$ cat src/rtl/text_pkg.sv
// Shared constants, control codes and FSM state type for the text cursor controller.
package text_pkg;

  localparam int unsigned COLS       = 80;
  localparam int unsigned ROWS       = 30;
  localparam int unsigned CELLS      = COLS * ROWS;
  localparam int unsigned FIRST_CELL = COLS;
  localparam int unsigned ADDR_W     = 12;

  localparam logic [7:0] SPACE    = 8'h20;
  localparam logic [7:0] CR       = 8'h0D;
  localparam logic [7:0] BS       = 8'h08;
  localparam logic [7:0] FF       = 8'h0C;
  localparam logic [7:0] PRINT_LO = 8'h20;
  localparam logic [7:0] PRINT_HI = 8'h7E;

  typedef enum logic [2:0] {
    StIdle,
    StClear,
    StScrRd,
    StScrWr,
    StBlank
  } state_e;

  function automatic logic is_printable(input logic [7:0] c);
    return (c >= PRINT_LO) && (c <= PRINT_HI);
  endfunction

endpackage

$ cat src/rtl/kb_edge.sv
// Four-bit registered rising-edge detector for the arrow-key levels.
module kb_edge (
  input  logic       clk_i,
  input  logic       rst_ni,
  input  logic [3:0] lvl_i,
  output logic [3:0] rise_o
);

  logic [3:0] prev_q;

  always_ff @(posedge clk_i or negedge rst_ni) begin
    if (!rst_ni) begin
      prev_q <= '0;
    end else begin
      prev_q <= lvl_i;
    end
  end

  assign rise_o = lvl_i & ~prev_q;

endmodule

$ cat src/rtl/text_cursor_ctrl.sv
// Text-mode cursor controller: writes typed characters, handles control codes and arrows,
// clears the screen and scrolls rows 2..29 up when the cursor runs off the bottom.
module text_cursor_ctrl #(
  parameter int unsigned COLS = text_pkg::COLS,
  parameter int unsigned ROWS = text_pkg::ROWS
) (
  input  logic        clk,
  input  logic        rst_n,
  input  logic        in_valid,
  input  logic [7:0]  ascii_in,
  input  logic [15:0] kbsig,
  output logic        in_ready,
  output logic        wr_en,
  output logic [11:0] wr_addr,
  output logic [7:0]  wr_data,
  output logic [11:0] rd_addr,
  input  logic [7:0]  rd_data,
  output logic [11:0] cursor,
  output logic        busy
);

  import text_pkg::*;

  localparam int unsigned NCELL = COLS * ROWS;
  localparam int unsigned CW    = $clog2(COLS);
  localparam int unsigned RW    = $clog2(ROWS);

  localparam logic [ADDR_W-1:0] A_COLS    = ADDR_W'(COLS);
  localparam logic [ADDR_W-1:0] A_FIRST   = ADDR_W'(COLS);
  localparam logic [ADDR_W-1:0] A_LAST    = ADDR_W'(NCELL - 1);
  localparam logic [ADDR_W-1:0] A_SCROLL  = ADDR_W'(NCELL - COLS);
  localparam logic [ADDR_W-1:0] A_SCR_END = ADDR_W'(NCELL - COLS - 1);
  localparam logic [CW-1:0]     C_LAST    = CW'(COLS - 1);
  localparam logic [RW-1:0]     R_FIRST   = RW'(1);
  localparam logic [RW-1:0]     R_LAST    = RW'(ROWS - 1);

  state_e            state_q, state_d;
  logic [ADDR_W-1:0] cursor_q, cursor_d;
  logic [CW-1:0]     col_q, col_d;
  logic [RW-1:0]     row_q, row_d;
  logic [ADDR_W-1:0] addr_q, addr_d;
  logic              wr_en_q, wr_en_d;
  logic [ADDR_W-1:0] wr_addr_q, wr_addr_d;
  logic [7:0]        wr_data_q, wr_data_d;
  logic [ADDR_W-1:0] rd_addr_q, rd_addr_d;
  logic              start_scroll;
  logic [3:0]        kb_rise;
  logic              unused_kb;

  assign unused_kb = ^{kbsig[15:9], kbsig[4:0]};

  // Arrow order in the detector: {up, down, left, right}.
  kb_edge u_kb_edge (
    .clk_i  (clk),
    .rst_ni (rst_n),
    .lvl_i  (kbsig[8:5]),
    .rise_o (kb_rise)
  );

  always_comb begin
    state_d      = state_q;
    cursor_d     = cursor_q;
    col_d        = col_q;
    row_d        = row_q;
    addr_d       = addr_q;
    wr_en_d      = 1'b0;
    wr_addr_d    = wr_addr_q;
    wr_data_d    = wr_data_q;
    rd_addr_d    = rd_addr_q;
    start_scroll = 1'b0;

    unique case (state_q)
      StIdle: begin
        if (in_valid) begin
          if (is_printable(ascii_in)) begin
            wr_en_d   = 1'b1;
            wr_addr_d = cursor_q;
            wr_data_d = ascii_in;
            if (cursor_q == A_LAST) begin
              start_scroll = 1'b1;
            end else begin
              cursor_d = cursor_q + 12'd1;
              if (col_q == C_LAST) begin
                col_d = '0;
                row_d = row_q + R_FIRST;
              end else begin
                col_d = col_q + CW'(1);
              end
            end
          end else if (ascii_in == CR) begin
            if (row_q == R_LAST) begin
              start_scroll = 1'b1;
            end else begin
              cursor_d = cursor_q - ADDR_W'(col_q) + A_COLS;
              col_d    = '0;
              row_d    = row_q + R_FIRST;
            end
          end else if (ascii_in == BS) begin
            if (cursor_q > A_COLS) begin
              cursor_d  = cursor_q - 12'd1;
              wr_en_d   = 1'b1;
              wr_addr_d = cursor_q - 12'd1;
              wr_data_d = SPACE;
              if (col_q == '0) begin
                col_d = C_LAST;
                row_d = row_q - R_FIRST;
              end else begin
                col_d = col_q - CW'(1);
              end
            end
          end else if (ascii_in == FF) begin
            state_d = StClear;
            addr_d  = A_FIRST;
          end
        end else if (kb_rise[3]) begin
          if (row_q > R_FIRST) begin
            cursor_d = cursor_q - A_COLS;
            row_d    = row_q - R_FIRST;
          end
        end else if (kb_rise[2]) begin
          if (row_q < R_LAST) begin
            cursor_d = cursor_q + A_COLS;
            row_d    = row_q + R_FIRST;
          end
        end else if (kb_rise[1]) begin
          if (col_q != '0) begin
            cursor_d = cursor_q - 12'd1;
            col_d    = col_q - CW'(1);
          end
        end else if (kb_rise[0]) begin
          if (col_q != C_LAST) begin
            cursor_d = cursor_q + 12'd1;
            col_d    = col_q + CW'(1);
          end
        end
      end

      StClear: begin
        wr_en_d   = 1'b1;
        wr_addr_d = addr_q;
        wr_data_d = SPACE;
        if (addr_q == A_LAST) begin
          state_d  = StIdle;
          cursor_d = A_FIRST;
          col_d    = '0;
          row_d    = R_FIRST;
        end else begin
          addr_d = addr_q + 12'd1;
        end
      end

      StScrRd: begin
        state_d = StScrWr;
      end

      // rd_data here answers the rd_addr presented during the preceding StScrRd cycle.
      StScrWr: begin
        wr_en_d   = 1'b1;
        wr_addr_d = addr_q;
        wr_data_d = rd_data;
        if (addr_q == A_SCR_END) begin
          state_d = StBlank;
          addr_d  = A_SCROLL;
        end else begin
          state_d   = StScrRd;
          addr_d    = addr_q + 12'd1;
          rd_addr_d = addr_q + 12'd1 + A_COLS;
        end
      end

      StBlank: begin
        wr_en_d   = 1'b1;
        wr_addr_d = addr_q;
        wr_data_d = SPACE;
        if (addr_q == A_LAST) begin
          state_d = StIdle;
        end else begin
          addr_d = addr_q + 12'd1;
        end
      end

      default: begin
        state_d = StIdle;
      end
    endcase

    // Cursor parks at the start of the last row while the screen shifts up.
    if (start_scroll) begin
      state_d   = StScrRd;
      cursor_d  = A_SCROLL;
      col_d     = '0;
      row_d     = R_LAST;
      addr_d    = A_FIRST;
      rd_addr_d = A_FIRST + A_COLS;
    end
  end

  always_ff @(posedge clk or negedge rst_n) begin
    if (!rst_n) begin
      state_q   <= StIdle;
      cursor_q  <= A_FIRST;
      col_q     <= '0;
      row_q     <= R_FIRST;
      addr_q    <= '0;
      wr_en_q   <= 1'b0;
      wr_addr_q <= '0;
      wr_data_q <= '0;
      rd_addr_q <= '0;
    end else begin
      state_q   <= state_d;
      cursor_q  <= cursor_d;
      col_q     <= col_d;
      row_q     <= row_d;
      addr_q    <= addr_d;
      wr_en_q   <= wr_en_d;
      wr_addr_q <= wr_addr_d;
      wr_data_q <= wr_data_d;
      rd_addr_q <= rd_addr_d;
    end
  end

  assign in_ready = (state_q == StIdle);
  assign busy     = !in_ready;
  assign wr_en    = wr_en_q;
  assign wr_addr  = wr_addr_q;
  assign wr_data  = wr_data_q;
  assign rd_addr  = rd_addr_q;
  assign cursor   = cursor_q;

endmodule

$ cat config.mk
export PLATFORM = sky130hd
export DESIGN_NAME = text_cursor_ctrl
export DESIGN_NICKNAME = d
export VERILOG_FILES = /design/src/rtl/text_pkg.sv /design/src/rtl/kb_edge.sv /design/src/rtl/text_cursor_ctrl.sv
export SDC_FILE = /design/constraint.sdc
export NUM_CORES = 1
export LEC_CHECK = 0
export BUFFER_PORTS_ARGS = -buffer_cell sky130_fd_sc_hd__buf_2
export CAP_MARGIN = 30
export CORE_MARGIN = 2
export CORE_UTILIZATION = 54
export DETAILED_ROUTE_END_ITERATION = 10
export PLACE_DENSITY = 0.75
export SYNTH_ARGS = -nofsm -noshare
export SYNTH_HDL_FRONTEND = slang
export SYNTH_SLANG_ARGS = --single-unit
$ cat constraint.sdc
create_clock -name clk -period 2.6 [get_ports clk]
set_input_delay 0.26 -clock clk [delete_from_list [all_inputs] [get_ports clk]]
set_output_delay 0.26 -clock clk [all_outputs]
set_load 0.05 [all_outputs]
== Yosys cells after proc, flatten, opt, wreduce, memory -nomap -nowiden ==
Index checks and enable logic that the tools add are counted.

* $add $sub $neg: 12
* Bitwise operators: 2
* Order comparisons: 5
* Reduce and logical (&&, ||, !) cells: 20
* Eq/ne operators: 44
* Mux-type cells: 95

{| class="wikitable"
|+ Operators with widths
! cell !! number
|-
| $mux 12 || 31
|-
| $mux 7 || 17
|-
| $mux 5 || 15
|-
| $pmux 12 s2 || 2
|-
| $mux 8 || 5
|-
| $add 12x7->12 const B || 3
|-
| $eq 12x12->1 const B || 3
|-
| $pmux 12 s3 || 1
|-
| $reduce_and 11->1 || 3
|-
| $add 12x1->12 const B || 2
|-
| $eq 8x4->1 const B || 3
|-
| $mux 3 || 8
|-
| $pmux 8 s3 || 1
|-
| $ne 5x2->1 const B || 4
|-
| $ne 3x3->1 const B || 6
|-
| $ne 6x2->1 const B || 3
|-
| $ne 5x4->1 const B || 3
|-
| $ne 7x2->1 const B || 2
|-
| $pmux 7 s2 || 1
|-
| $gt 12x7->1 const B || 1
|-
| $ne 3x1->1 const B || 4
|-
| $pmux 3 s4 || 1
|-
| $sub 12x1->12 const B || 1
|-
| $sub 12x7->12 || 1
|-
| other kinds (41) || 57
|}

* Logic and storage cells: 188
* Output and inout port bits: 47
* Input bits: 35
* Bits in registers: 76

== Longest topological paths before layout ==
* Depth after elaboration: 9
* Mapped depth: 14
* Mapped depth without buffers: 13

== Cells and area by module ==
A second synthesis with hierarchy kept.

* Cell total of the unflattened synthesis: 799
* Area total of the unflattened synthesis: 6403.6 µm²

{| class="wikitable"
|+ By module, submodules not included
! module !! times used !! cells each !! area an instance (µm²) !! sequential area each (µm²)
|-
| text_cursor_ctrl || 1 || 791 || 6248.5 || 1805.5
|-
| kb_edge || 1 || 8 || 155.1 || 100.1
|}

== Worst setup path before layout ==
No wires, ideal clock.

* Path kind: register to register
* Start point: register cursor_q[0], in the netlist cursor[0]
* End point: register cursor_q[6], in the netlist cursor[6]
* Slack: -318 ps
* Period minus slack after synthesis: 2918 ps
* Data required time: 2519 ps
* Buffers on the path: 1
* Setup time: 81 ps
* Cell stages (with the launch flop): 11
* Arrival time: 2837 ps
* Cells stage by stage: dfrtp_1 > clkbuf_1 > inv_1 > ha_1 > or3b_2 > a21boi_1 > nand2_1 > and3_1 > a221o_1 > o21a_1 > o221a_1

* Longest elaborated chain between the ends: 9
* Elaborated cells on any way between the ends: 41
* Those cells by class: add/sub (6); order compare (1); eq/ne (11); mux (21); reduce/logical (2)

{| class="wikitable"
|+ Ends and longest elaborated chain
! what !! line !! source
|-
| from (decl) || text_cursor_ctrl.sv:38 || <nowiki>logic [ADDR_W-1:0] cursor_q, cursor_d;</nowiki>
|-
| from (signal assigned) || text_cursor_ctrl.sv:211 || <nowiki>cursor_q <= cursor_d;</nowiki>
|-
| parallel branches: the longest is 9 deep, another holds $sub 12x7->12 || -- ||
|}

Several ways; the timed one is not identified. The select of a mux whose other input is x is not followed.
A chain may end at the register's enable or synchronous reset.

== Final worst setup path ==
* Start point: register cursor_q[4], in the netlist cursor[4]
* End point: register cursor_q[10], in the netlist cursor[10]

The elaborated chain is that of the path after synthesis.

==> impl_metrics.tcl <==
set metrics [dict create \
    async_flop_share_pct 100 \
    place_hpwl_um 17300 \
    synth_warnings 0 \
    synth-xor-area-share_pct 5.69 \
    grt_max_degree 47 \
    violations "negative setup slack" \
    syn_avg_cell_area_um2 7.92 \
    final.setup_skew_ps 12.1 \
    finalCriticalPeriod_ps 2640 \
    syn_nets 912 \
    synth_ff_type "dfrtp_1" \
    final_net_count 1049 \
    period_share_pct 102 \
    drcViolationCount 0 \
    clockRootBuffer "clkbuf_16" \
    rr_endpoint "cursor[10]$_DFFE_PN0P_" \
    final_hold_viol_count 0 \
    start_kind "register" \
    grt.overflow.total 0 \
    place_inst 1102 \
    grt_pass1_vias 6842 \
    fp.dieH_um 115 \
    clk_latency_ps 360 \
    cp-end-kind "register" \
    critical_path.max_stage_delay_ps 660 \
    row_count 40 \
    track_usage_pct 35.0 \
    ant_nets 0 \
    areaGrowthSynthToFinish_pct 26.0 \
    io_pins 82 \
    final-max-slew-violation-count 0 \
    io_buffers 69 \
    dr.pass1.iters 6 \
    gp_routability_congestion 1.08 \
    vias 7249 \
    wire_per_inst_um 20.5 \
    hold_end "u_kb_edge.prev_q[3]$_DFF_PN0_" \
    synth_area_leaders "dfrtp_1 (28%), ha_1 (7.8%), nand2_1 (4.9%)" \
    syn_area_um2 6620 \
    power_mw 11.1 \
    die_area_um2 13200 \
    synth_top_area_share_pct 27.6 \
    antenna_found_initial 0 \
    cts.htree.levels 3 \
    synth_compound_area_share_pct 27.7 \
    yosysSeqAreaShare_pct 28.8 \
    ctsLongestPathBuffers 2 \
    hold_path.class "in2reg" \
    core_area_um2 12000 \
    cts-buffers-inserted 9 \
    syn_inst 835 \
    yosys_register_bits 76 \
    max_cap_violations 0 \
    viasPerCell 6.45 \
    power.leakage_nw 3.58 \
    relSlewSlack_pct 49.7 \
    status "complete, but fails checks" \
    yosysTopAreaCell "dfrtp_1" \
    synthSimpleGateAreaFrac_pct 22.5 \
    synth_edf_count 0 \
    drive_gt1_share_pct 26.7 \
    synth_most_common_cell "nand2_1" \
    grt_pass1_wl_um 35600 \
    grt_setup_unrepaired "yes" \
    cts.sinks 76 \
    reg2reg_from "cursor[4]$_DFFE_PN1P_" \
    path_cells "inv_6, ha_4, inv_2, ha_4, nand4_1, a211oi_2, mux2i_1, a211o_1, a21oi_2, o211ai_1" \
    antenna_cells 0 \
    fin_ws_ps -43.0 \
    start_util_pct 55.3 \
    cts_tree "done" \
    synth_top_family_by_area "compound AO/OA/AOI/OAI gates" \
    vdd_drop_max_uv 1140 \
    hold-path-cell-count 1 \
    die_w_um 115 \
    path_common_cell "ha_4" \
    cellPowerDensity_nw_per_um2 1330 \
    cts.clk_slew.worst_paths_ps 70 \
    worstPathArrival_ps 2870 \
    netlist_top_cells_count "nand2_1 (87), dfrtp_1 (73), nor2_1 (63)" \
    r2r_setup_slack_ps -40 \
    fillers 957 \
    synth_mux_area_share_pct 1.10 \
    stdcell_count 1124 \
    slowest_stage "dfstp_4" \
    drtIter0Drc 874 \
    fin_hold_ws_ps 31.6 \
    clock.fmax_mhz 378 \
    cp.required_ps 2830 \
    place_ws_ps -47.7 \
    setup_tns_ps -43.0 \
    final-setup-viol-count 1 \
    worst_pin_slew_ps 753 \
    ys_types 87 \
    synth_adder_area_share_pct 8.06 \
    criticalPathCategory "reg2reg" \
    reg2regPathDepth 10 \
    path_max_fanout 4 \
    wl_um 23000 \
    hp-start "kbsig[8]" \
]
sequential cells by signal, summed over array words and instances, names as in the netlist:
register / flops
row_q: 5
col_q: 7
addr_q: 12
u_kb_edge.prev_q: 4
wr_en: 1
wr_addr: 12
rd_addr: 12
wr_data: 8
state_q: 3
cursor: 12
layer usage:
| layer | track usage [%] | vias up | share of wire [%] |
|---|---|---|---|
| li1 | - | 3340 | - |
| met1 | 44.7 | 3419 | 41 |
| met2 | 58.6 | 413 | 47 |
| met3 | 6.51 | 77 | 8.1 |
| met4 | 13.6 | 0 | 3.5 |
| met5 | 0 | - | 0 |
area by class of cell:
type,instances,area [µm²],area share [%]
multi-input cells,663,4510,54.1
repair buffers,180,1220,14.6
flip-flops and latches,76,1910,23.0
clock buffers,9,225,2.70
clock inverters,7,105,1.26
well taps,147,184,2.21
inverters,42,174,2.09
layout by cell type (no fill, tap or decap), types with 10 or more instances in the layout:
cell type  Yosys  final
a21oi_1       59     57
a31oi_1       19     18
buf_2         14     68
buf_4          2    108
dfrtp_1       73     69
ha_1          41     35
inv_1         39     32
nand2_1       87     87
nand2b_1      13     13
nand3_1       28     27
nand4_1       12     12
nor2_1        63     62
nor2b_1       12     10
nor3_1        22     21
o21ai_0       52     49
o21ai_1       20     21
o22ai_1       18     18
o31ai_1       13     13
xnor2_1       27     27
xor2_1        16     15
timing repair:
action                                  CTS  global route
hold buffers                              1             0
buffers inserted                          1             4
pin swaps                                 6            14
hold endpoints to repair                 43             0
endpoints found under the setup margin    8            17
gates resized for setup                   9            20
gates cloned                              0             0
worst max-delay path, delay by kind of cell, from the launching register on:
family                     cells  cell delay [ps]
muxes                          1              120
AOI/OAI and AO/OA              4              900
and+or+nand+nor                1              190
adders and majority gates      2              540
DFF                            1              660
buffers and inverters          2               90
power breakdown:
part | total (mW) | internal [mW] | leakage [nW] | switching (mW)
logic | 7.69 | 2.99 | 2.50 | 4.71
registers | 1.92 | 1.58 | 0.922 | 0.347
clock network | 1.45 | 0.859 | 0.159 | 0.593
worst max-delay path by stage:
stage	from	end	slack, ps	depth (start not counted)
after floorplan	cursor[1]$_DFFE_PN0P_	cursor[6]$_DFFE_PN1P_	-20	10
after global placement	cursor[4]$_DFFE_PN1P_	cursor[6]$_DFFE_PN1P_	-2	11
after detailed placement	cursor[1]$_DFFE_PN0P_	col_q[6]$_DFFE_PN0P_	-50	9
after CTS	cursor[1]$_DFFE_PN0P_	cursor[11]$_DFFE_PN0P_	7	11
after global routing	cursor[4]$_DFFE_PN1P_	cursor[10]$_DFFE_PN0P_	-120	10
final	cursor[4]$_DFFE_PN1P_	cursor[10]$_DFFE_PN0P_	-40	10
per-stage QoR:
stage               cell area, µm²  util, %
global placement              7830     65.5
detailed placement            7830     65.5
finish                        8340     69.7
CTS                           8220     68.7
global route                  8340     69.7
floorplan                     6740        -
logic make-up after synthesis:
logic type	after synthesis
compound gates	274
xor+xnor	43
fa+ha+maj	42
buf+inv	96
flops	76
mux	7
simple gates	297
Note: power is estimated with default switching activity, not from simulation.
